<file path="src/rtl/shift_pkg.sv">
// Shared definitions for the universal shift register: operation codes and
// FSM state encoding.
package shift_pkg;

    // Operation select values on the mode port
    localparam logic [1:0] MODE_SHL = 2'b00;
    localparam logic [1:0] MODE_SHR = 2'b01;
    localparam logic [1:0] MODE_ROL = 2'b10;
    localparam logic [1:0] MODE_ROR = 2'b11;

    // Controller states; busy is simply "state is ST_SHIFT"
    typedef enum logic {
        ST_IDLE  = 1'b0,
        ST_SHIFT = 1'b1
    } state_t;

endpackage

</file>
<file path="src/rtl/shift_step.sv">
// One single-bit shift/rotate step. Purely combinational: given the current
// register value, the operation and the serial fill bit, produce the value
// after one step and the bit that leaves the register.
module shift_step
    import shift_pkg::*;
#(
    parameter int WIDTH = 8
) (
    input  logic [WIDTH-1:0] q,
    input  logic [1:0]       mode,
    input  logic             sin,
    output logic [WIDTH-1:0] q_next,
    output logic             out_bit
);

    // up_hi holds q moved one place toward the MSB (bits WIDTH-1..1),
    // dn_lo holds q moved one place toward the LSB (bits WIDTH-2..0).
    // The vacated end is filled per operation below.
    logic [WIDTH-1:1] up_hi;
    logic [WIDTH-2:0] dn_lo;

    genvar gi;
    generate
        for (gi = 0; gi < WIDTH - 1; gi++) begin : g_move
            assign up_hi[gi+1] = q[gi];
            assign dn_lo[gi]   = q[gi+1];
        end
    endgenerate

    // Select fill bit and exiting bit for the requested operation
    always_comb begin
        q_next  = q;
        out_bit = 1'b0;
        case (mode)
            MODE_SHL: begin
                q_next  = {up_hi, sin};
                out_bit = q[WIDTH-1];
            end
            MODE_SHR: begin
                q_next  = {sin, dn_lo};
                out_bit = q[0];
            end
            MODE_ROL: begin
                q_next  = {up_hi, q[WIDTH-1]};
                out_bit = q[WIDTH-1];
            end
            MODE_ROR: begin
                q_next  = {q[0], dn_lo};
                out_bit = q[0];
            end
            default: begin
                q_next  = q;
                out_bit = 1'b0;
            end
        endcase
    end

endmodule

</file>
<file path="src/rtl/univ_shift_reg.sv">
// Universal shift register: parallel load plus a self-timed run of `amount`
// single-bit shift/rotate steps (one per clock) ending in a one-cycle done.
// A load during a run aborts it without a done pulse.
module univ_shift_reg
    import shift_pkg::*;
#(
    parameter  int WIDTH = 8,
    localparam int AMT_W = $clog2(WIDTH) + 1
) (
    input  logic             clk,
    input  logic             rst,
    input  logic             load,
    input  logic [WIDTH-1:0] d,
    input  logic             start,
    input  logic [1:0]       mode,
    input  logic [AMT_W-1:0] amount,
    input  logic             sin,
    output logic [WIDTH-1:0] q,
    output logic             sout,
    output logic             busy,
    output logic             done
);

    state_t           state_reg;
    logic [1:0]       mode_reg;
    logic [AMT_W-1:0] cnt_reg;
    logic [WIDTH-1:0] q_reg;
    logic             sout_reg;
    logic             done_reg;

    logic [WIDTH-1:0] q_next;
    logic             sout_next;

    // Step datapath always works on the latched mode so mid-run mode
    // changes on the port have no effect.
    shift_step #(
        .WIDTH (WIDTH)
    ) u_step (
        .q       (q_reg),
        .mode    (mode_reg),
        .sin     (sin),
        .q_next  (q_next),
        .out_bit (sout_next)
    );

    // Controller, step counter and output registers
    always_ff @(posedge clk or posedge rst) begin
        if (rst) begin
            state_reg <= ST_IDLE;
            mode_reg  <= MODE_SHL;
            cnt_reg   <= '0;
            q_reg     <= '0;
            sout_reg  <= 1'b0;
            done_reg  <= 1'b0;
        end else begin
            done_reg <= 1'b0;
            case (state_reg)
                ST_IDLE: begin
                    if (load) begin
                        // load has priority over a simultaneous start
                        q_reg <= d;
                    end else if (start) begin
                        if (amount == '0) begin
                            // nothing to do: acknowledge immediately
                            done_reg <= 1'b1;
                        end else begin
                            mode_reg  <= mode;
                            cnt_reg   <= amount;
                            state_reg <= ST_SHIFT;
                        end
                    end
                end
                ST_SHIFT: begin
                    if (load) begin
                        // abort: take new data, drop the run silently
                        q_reg     <= d;
                        cnt_reg   <= '0;
                        state_reg <= ST_IDLE;
                    end else begin
                        q_reg    <= q_next;
                        sout_reg <= sout_next;
                        cnt_reg  <= cnt_reg - AMT_W'(1);
                        if (cnt_reg == AMT_W'(1)) begin
                            state_reg <= ST_IDLE;
                            done_reg  <= 1'b1;
                        end
                    end
                end
                default: state_reg <= ST_IDLE;
            endcase
        end
    end

    assign q    = q_reg;
    assign sout = sout_reg;
    assign busy = (state_reg == ST_SHIFT);
    assign done = done_reg;

endmodule

</file>
<file path="config.mk">
export PLATFORM = sky130hd
export DESIGN_NAME = univ_shift_reg
export DESIGN_NICKNAME = d
export VERILOG_FILES = /design/src/rtl/shift_pkg.sv /design/src/rtl/shift_step.sv /design/src/rtl/univ_shift_reg.sv
export SDC_FILE = /design/constraint.sdc
export NUM_CORES = 1
export LEC_CHECK = 0
export ABC_AREA = 1
export CELL_PAD_IN_SITES_DETAIL_PLACEMENT = 0
export CELL_PAD_IN_SITES_GLOBAL_PLACEMENT = 2
export CORE_MARGIN = 4
export CORE_UTILIZATION = 26
export CTS_CLUSTER_DIAMETER = 80
export DETAILED_ROUTE_END_ITERATION = 7
export GPL_TIMING_DRIVEN = 0
export PLACE_DENSITY = 0.8
export SYNTH_ARGS = -nofsm -noshare
export SYNTH_HDL_FRONTEND = slang
export SYNTH_HIERARCHICAL = 1
export SYNTH_SLANG_ARGS = --single-unit
export TNS_END_PERCENT = 5
</file>
<file path="constraint.sdc">
create_clock -name clk -period 2 [get_ports clk]
set_clock_uncertainty 0.05 [all_clocks]
set_input_delay 0.5 -clock clk [delete_from_list [all_inputs] [get_ports clk]]
set_output_delay 0.5 -clock clk [all_outputs]
set_load 0.05 [all_outputs]
</file>
# Yosys cells after proc, flatten, opt, wreduce, memory -nomap -nowiden
# Cells that the tools add are included.
# Widths: inputs -> output; s select.
# op_classes
n_shift,0
n_mul,0
n_reduce_logical,7
n_mux,22
n_bitwise,3
order_cmp,0
n_eq_ne,8
add_sub_neg,1
n_div,0
# ops
operator,count
$pmux 8 s4,1
$mux 4,4
$mux 8,2
$pmux 8 s2,1
$mux 1,10
$ne 2x2->1 const B,4
$pmux 4 s2,1
$pmux 1 s2,3
$eq 2x2->1 const B,2
$eq 4x1->1 const B,1
$logic_not 4->1,1
$reduce_and 4->1,1
$reduce_or 2->1,2
$sub 4x1->4 const B,1
$not 1->1,3
$reduce_and 3->1,1
$eq 2x1->1 const B,1
$logic_not 2->1,1
$reduce_and 2->1,1
# totals
in_bits,19
ff_bits,17
latch_bits,0
wordCells,47
n_memories,0
out_inout_bits,11
mem_bits_rw,0
mem_bits_ro,0

# Depth between registers and ports, before layout
# Gate-level depths: netlist of the first run.
# logic_depth
word_depth,5
ltp_mapped,8
depth_no_buf,8

# Hierarchy
# The synthesis of the first run kept the hierarchy.
# modules_own_cells
module,n_inst,cells_each,area_per_inst_um2
univ_shift_reg,1,111,839.6
shift_step,1,31,172.7

# Worst setup path before layout of the first run
# Ideal clock, no wire load.
# synth_path
path_type,register to register
startpoint,register state_reg (netlist: busy)
endpoint,register cnt_reg[2]
synth_period_minus_slack_ns,1.441
slack_ns,0.559
path_buffers,0
path_stages_with_launch,9
setup_ns,0.065
t_required_ns,1.885
t_arrival_ns,1.326
path_cell_list,dfrtp_1 > inv_2 > nor2_2 > inv_2 > nor2_1 > nand2_1 > nand2_1 > nand2_1 > nand2_1
# synth_via
elab_chain_len,3
# synth_lines
item,line_no,text
from (decl),univ_shift_reg.sv:24,state_t state_reg;
from (signal assigned),univ_shift_reg.sv:49,state_reg <= ST_IDLE;
from (signal assigned),univ_shift_reg.sv:69,state_reg <= ST_SHIFT;
from (signal assigned),univ_shift_reg.sv:78,state_reg <= ST_IDLE;
$not 1->1 (no source line),n/a,
$ne 2x2->1 (no source line),n/a,
$reduce_and 3->1 (no source line),n/a,
to (signal assigned),univ_shift_reg.sv:68,cnt_reg <= amount;
to (signal assigned),univ_shift_reg.sv:82,cnt_reg <= cnt_reg - AMT_W'(1);
to (decl),univ_shift_reg.sv:26,logic [AMT_W-1:0] cnt_reg;
# Parallel ways exist; a longest one is shown, timed or not.
# A chain may end at the register's enable or synchronous reset.

# Final worst setup path of the first run
# layout_path
startpoint,register sout_reg (netlist: sout)
endpoint,output sout
# layout_lines
item,line_no,text
from (decl),univ_shift_reg.sv:28,logic sout_reg;
from (signal assigned),univ_shift_reg.sv:81,sout_reg <= sout_next;
to (decl),univ_shift_reg.sv:19,"output logic sout,"
# No word-level cell between the ends.

==> results of run 1 <==
routing by layer:
metal | global-route usage | vias up | routed length [microns]
li1 | - | 511 | -
met1 | 0.1554 | 462 | 1261
met2 | 0.1944 | 23 | 1305
met3 | 0.03597 | 2 | 129
met4 | 0.03191 | 0 | 30
met5 | 0 | - | 0
stage by stage:
step / total power [mW] / hold WS (ns)
2_1_floorplan: 0.8962 / 0.3761
3_3_place_gp: 1.088 / 0.4074
3_5_place_dp: 1.093 / 0.4084
4_1_cts: 1.346 / 0.4265
5_1_grt: 1.429 / 0.4367
6_report: 1.323 / 0.4208
timing repair:
item,4_1_cts,5_1_grt
gates resized for setup,8,1
endpoints found under the setup margin,8,1
hold endpoints to repair,0,0
hold buffers,0,0
final cells by class:
cell class	count	area (sq um)
repair buffers	29	282.8
clock buffers	4	45.04
inverters	17	71.32
plain buffers	3	21.27
multi-input cells	105	494.2
well taps	48	60.06
flip-flops and latches	17	425.4
fillers	413	2316
kinds of logic (layout without fill, tap and decap cells):
logic type / after synthesis / in the layout / synth area share
compound gates: 11 / 11 / 0.06922
buf+inv: 20 / 53 / 0.09147
fa+ha+maj: 2 / 2 / 0.02472
flops: 17 / 17 / 0.4203
simple gates: 92 / 92 / 0.3943
power breakdown:
| group | switching (mW) | internal (mW) |
|---|---|---|
| combinational | 0.368 | 0.201 |
| sequential | 0.0788 | 0.417 |
| clock | 0.118 | 0.141 |
| total | 0.564 | 0.759 |
final timing paths:
check | end | startpoint | cells past startpoint | slack [ns]
setup / recovery | sout | sout | 1 | 0.05
max in group asynchronous | done | rst | 2 | 0.84
setup reg to reg | mode_reg[0] | busy | 4 | 0.71
hold / removal | sout | sout | 2 | 0.42
min in group asynchronous | cnt_reg[3] | rst | 2 | 0.61
hold reg to reg | sout | sout | 2 | 0.42
cell usage in the layout (no fill, tap or decap), types with 2 or more instances in the layout:
| cell | Yosys | routed |
|---|---|---|
| clkdlybuf4s50_1 | 0 | 20 |
| dlygate4sd2_1 | 0 | 8 |
| buf_2 | 2 | 2 |
| nand3_2 | 3 | 3 |
| nand2_1 | 63 | 63 |
| ha_1 | 2 | 2 |
| inv_2 | 2 | 2 |
| dfrtp_1 | 17 | 17 |
| o21ai_0 | 2 | 2 |
| nand3_1 | 18 | 18 |
| o22ai_1 | 3 | 3 |
| nor2_1 | 5 | 5 |
| clkbuf_8 | 0 | 3 |
| o21ai_2 | 3 | 3 |
| inv_1 | 14 | 14 |
| o21ai_1 | 3 | 3 |
==> impl_metrics.toml, run 1 <==
[placement]
gp_congestion = 0.7623
place_inst = 219
portBuffers = 29
detailed_place_hpwl_mm = 2.024
dp_slack_ns = -0.01255
placed_cell_area_sq_um = 1363

[die]
die_y_microns = 70.40
core_area_sq_um = 3716
dieWidth_microns = 70.40
start_util = 0.2724
ios = 30
die_area_sq_um = 4955
num_rows = 22

[sta]
finalHoldViolCount = 0
tightest_slew_ns = 0.7038
setup_slack_ns = 0.05404
max_freq_mhz = 513.9
setup_viol = 0
rsz0062_at_grt = "no"
period_share = 0.9730
maxSlewHeadroom = 0.5303
drv_slew = 0
min_period_ns = 1.946
tns_ns = 0

[global_routing]
grt_pass1_wl_mm = 4.650
grt_usage = 0.1204
grt_pass1_vias = 920
grt_max_degree = 18
antenna_found_initial = 0
grt_overflow = 0

[yosys]
ys_top_cells_by_count = "63 x nand2_1, 18 x nand3_1, 17 x dfrtp_1, 14 x inv_1, 5 x nor2_1"
syn-num-nets = 163
netlist.area_leader.share = 0.4203
synth_seq_cells = 17
async_flop_share = 1.000
avgSynthCellArea_sq_um = 7.128
yosysWarnings = 6
yosysUniqueCellTypes = 18
synth_seq_area_share = 0.4203
yosysMostFrequentCell = "nand2_1"
syn_inst = 142
synth_top_area_cell = "dfrtp_1"
synthTopCellsByArea = "dfrtp_1 42%, nand2_1 23%, nand3_1 8.9%"
synth_edf_count = 0
yosys_most_used_dff = "dfrtp_1"
synth.cell_area_sq_um = 1012

[drt]
route.detailed.drc = 0
wire_per_inst_microns = 12.22
firstDrtPassIters = 4
avgViaCountPerCell = 4.475
drtAntennaViolNets = 0
vias = 998
drt_iter0_drc = 48
drt_wl_total_mm = 2.726

[critical_path]
startpoint_type = "register"
path_max_fanout = 2
crit_family = "buffers and inverters"
worstPathArrival_ns = 1.40
crit_required_ns = 1.45
endpoint_kind = "primary output"
worstPathCellList = "clkdlybuf4s50_1"
crit_buf_inv = 1
cpPeakStageDelay_ns = 0.80
path_class = "register to primary output"
crit_slowest_cell = "clkdlybuf4s50_1"

[pwr]
leakage_nw = 0.7185
power.density_nw_per_um2 = 944.9
ir_drop_uv = 370.0

[clocking]
clk_pin_slew_ns = 0.07
clock-root-buffer = "clkbuf_8"
clk_path_buf_depth = 2
post_cts_buffers = 0
cts-buffers-inserted = 3
clock_sinks = 17
htree_levels = 1
clk-insertion-delay-late_ns = 0.25
cts_tree = "built"

[outcome]
status = "completed"

[final_layout]
diodes = 0
drive_above_1_share = 0.09714
final_cell_area_sq_um = 1400
area_growth_pct = 38.32
layout.cells.non_filler = 223
fin_util = 0.3768
largest_register_ffs = 8
fin_nets = 197

[flow_run]
maxCapViolCount = 0

[worst_hold_path]
hold_path.class = "register to register"
Power figures use the tool's default switching activity.
==> run 2, diff against run 1 <==
==> constraint.sdc (replaced) <==
create_clock -name clk -period 2 [get_ports clk]
set_clock_uncertainty 0.05 [all_clocks]
set_input_delay 0.5 -clock clk [delete_from_list [all_inputs] [get_ports clk]]
set_output_delay 0.5 -clock clk [all_outputs]
set_load 0.02 [all_outputs]
==> run 2 against run 1 <==
  * Worst setup slack better by 0.032 ns
  * Global-route usage is the same
  * Critical path depth is the same
  * Sequential share of layout area decreased by 0.16 points
  * First-iteration DRC count shrank 4.2%
  * Die area stayed put
  * Core utilization grew 0.20 points
  * Register-to-register slack about the same
  * Highest routed layer unchanged
  * Clock-buffer cell count did not move
  * Power shrank 5.3%
==> impl_metrics.toml, run 2 (synthesis results as in run 1) <==
[global_routing]
grt_max_degree = 18
antenna_found_initial = 0
grt_pass1_vias = 920
grt_overflow = 0
grt_usage = 0.1204
grt_pass1_wl_mm = 4.650

[final_layout]
final_common_cell = "nand2_1"
fin_nets = 197
area_growth_pct = 39.06
final_cell_mix = "63 x nand2_1, 29 x clkdlybuf4s50_1, 18 x nand3_1"
fillers = 405
largest_register_ffs = 8
diodes = 0
drive_above_1_share = 0.09714
fin_util = 0.3788

[placement]
dp_slack_ns = -0.01255
gp_congestion = 0.7623
portBuffers = 29
detailed_place_hpwl_mm = 2.024

[critical_path]
path_class = "register to primary output"
worstPathArrival_ns = 1.36
timing.rr.start = "busy"
crit_required_ns = 1.45
endpoint_kind = "primary output"
startpoint_type = "register"
worstPathCellList = "clkdlybuf4s50_1"
crit_buf_inv = 1
rr_worst_depth = 4
r2r_end = "mode_reg[0]"
crit_family = "buffers and inverters"
path_max_fanout = 5
crit_slowest_cell = "clkdlybuf4s50_1"
cpPeakStageDelay_ns = 0.65
rrSetupSlack_ns = 0.71

[sta]
tns_ns = 0
finalHoldViolCount = 0
drv_slew = 0
tightest_slew_ns = 0.7038
maxSlewHeadroom = 0.5303
whs_ns = 0.4208
max_freq_mhz = 522.5
min_period_ns = 1.914
setup_viol = 0
setup_slack_ns = 0.08600
rsz0062_at_grt = "no"
period_share = 0.9570

[clocking]
cts_tree = "built"
clk-insertion-delay-late_ns = 0.25
cts_resized = 0
post_cts_buffers = 0
htree_levels = 1
clock_sinks = 17
ctsHoldBuffers = 0
cts-buffers-inserted = 3
clk_pin_slew_ns = 0.07
clk_path_buf_depth = 2
clock-root-buffer = "clkbuf_8"

[outcome]
status = "completed"

[pwr]
ir_drop_uv = 369.9
power.switching_mw = 0.4740
leakage_nw = 0.6894
p_comb_frac = 0.397
pwr-share-seq = 0.397
power.density_nw_per_um2 = 889.9
power_frac_clock = 0.207
switching_share = 0.3784
intPower_mw = 0.7786

[drt]
firstDrtPassIters = 4
wire_per_inst_microns = 12.24
drtAntennaViolNets = 0
drt_wl_total_mm = 2.729
route.detailed.drc = 0
vias = 1002
avgViaCountPerCell = 4.493
drt_iter0_drc = 46

[worst_hold_path]
hold_path.class = "register to register"
min_from = "sout"
hold_path_depth = 2
worstHoldEndpoint = "sout"

[die]
ios = 30
num_rows = 22
die_area_sq_um = 4955
start_util = 0.2724
die_y_microns = 70.40
core_area_sq_um = 3716
dieWidth_microns = 70.40

[flow_run]
maxCapViolCount = 0
[run 2: power by group through the flow]
stage	clock network (mW)	registers [mW]	logic, mW
6_report	0.259	0.497	0.497
5_1_grt	0.295	0.508	0.554
4_1_cts	0.276	0.497	0.502
3_5_place_dp	0	0.502	0.499
3_3_place_gp	0	0.500	0.497
2_1_floorplan	0	0.532	0.274
[run 2: area by class of cell]
cell class | count | area, sq um | area share
Multi-Input combinational cell | 105 | 494.2 | 0.3511
Inverter | 17 | 71.32 | 0.05067
Timing Repair Buffer | 29 | 290.3 | 0.2062
Buffer | 3 | 21.27 | 0.01511
Clock buffer | 4 | 45.04 | 0.03200
Tap cell | 48 | 60.06 | 0.04267
Sequential cell | 17 | 425.4 | 0.3022
[run 2: worst register-to-register path, cell delays in order, from the launching register on]
cell and delay (ns):
dfrtp_1 0.46, nor2_4 0.29, nand3_1 0.21, nand2_1 0.10, o21ai_0 0.07
[run 2: routing by layer]
layer	global-route usage	routed length, microns	up-vias
li1	-	-	510
met1	0.1554	1261	465
met2	0.1944	1306	25
met3	0.03597	131	2
met4	0.03191	30	0
met5	0	0	-
[run 2: worst max-delay path by stage]
| stage | startpoint | to | slack, ns | cells past startpoint |
|---|---|---|---|---|
| after detailed placement | load | cnt_reg[3] | -0.01 | 7 |
| after floorplan | load | mode_reg[0] | 0.72 | 5 |
| final | busy | busy | 0.09 | 1 |
| after CTS | busy | busy | 0.07 | 1 |
| after global routing | busy | busy | 0.04 | 1 |
| after global placement | load | cnt_reg[3] | -0.04 | 7 |
[run 2: through the flow]
stage / total power, mW / instances / instance area [sq um]
floorplan: 0.8061 / 142 / 1012
global placement: 0.9972 / 219 / 1363
detailed placement: 1.001 / 219 / 1363
CTS: 1.274 / 223 / 1408
global route: 1.357 / 223 / 1408
finish: 1.253 / 223 / 1408
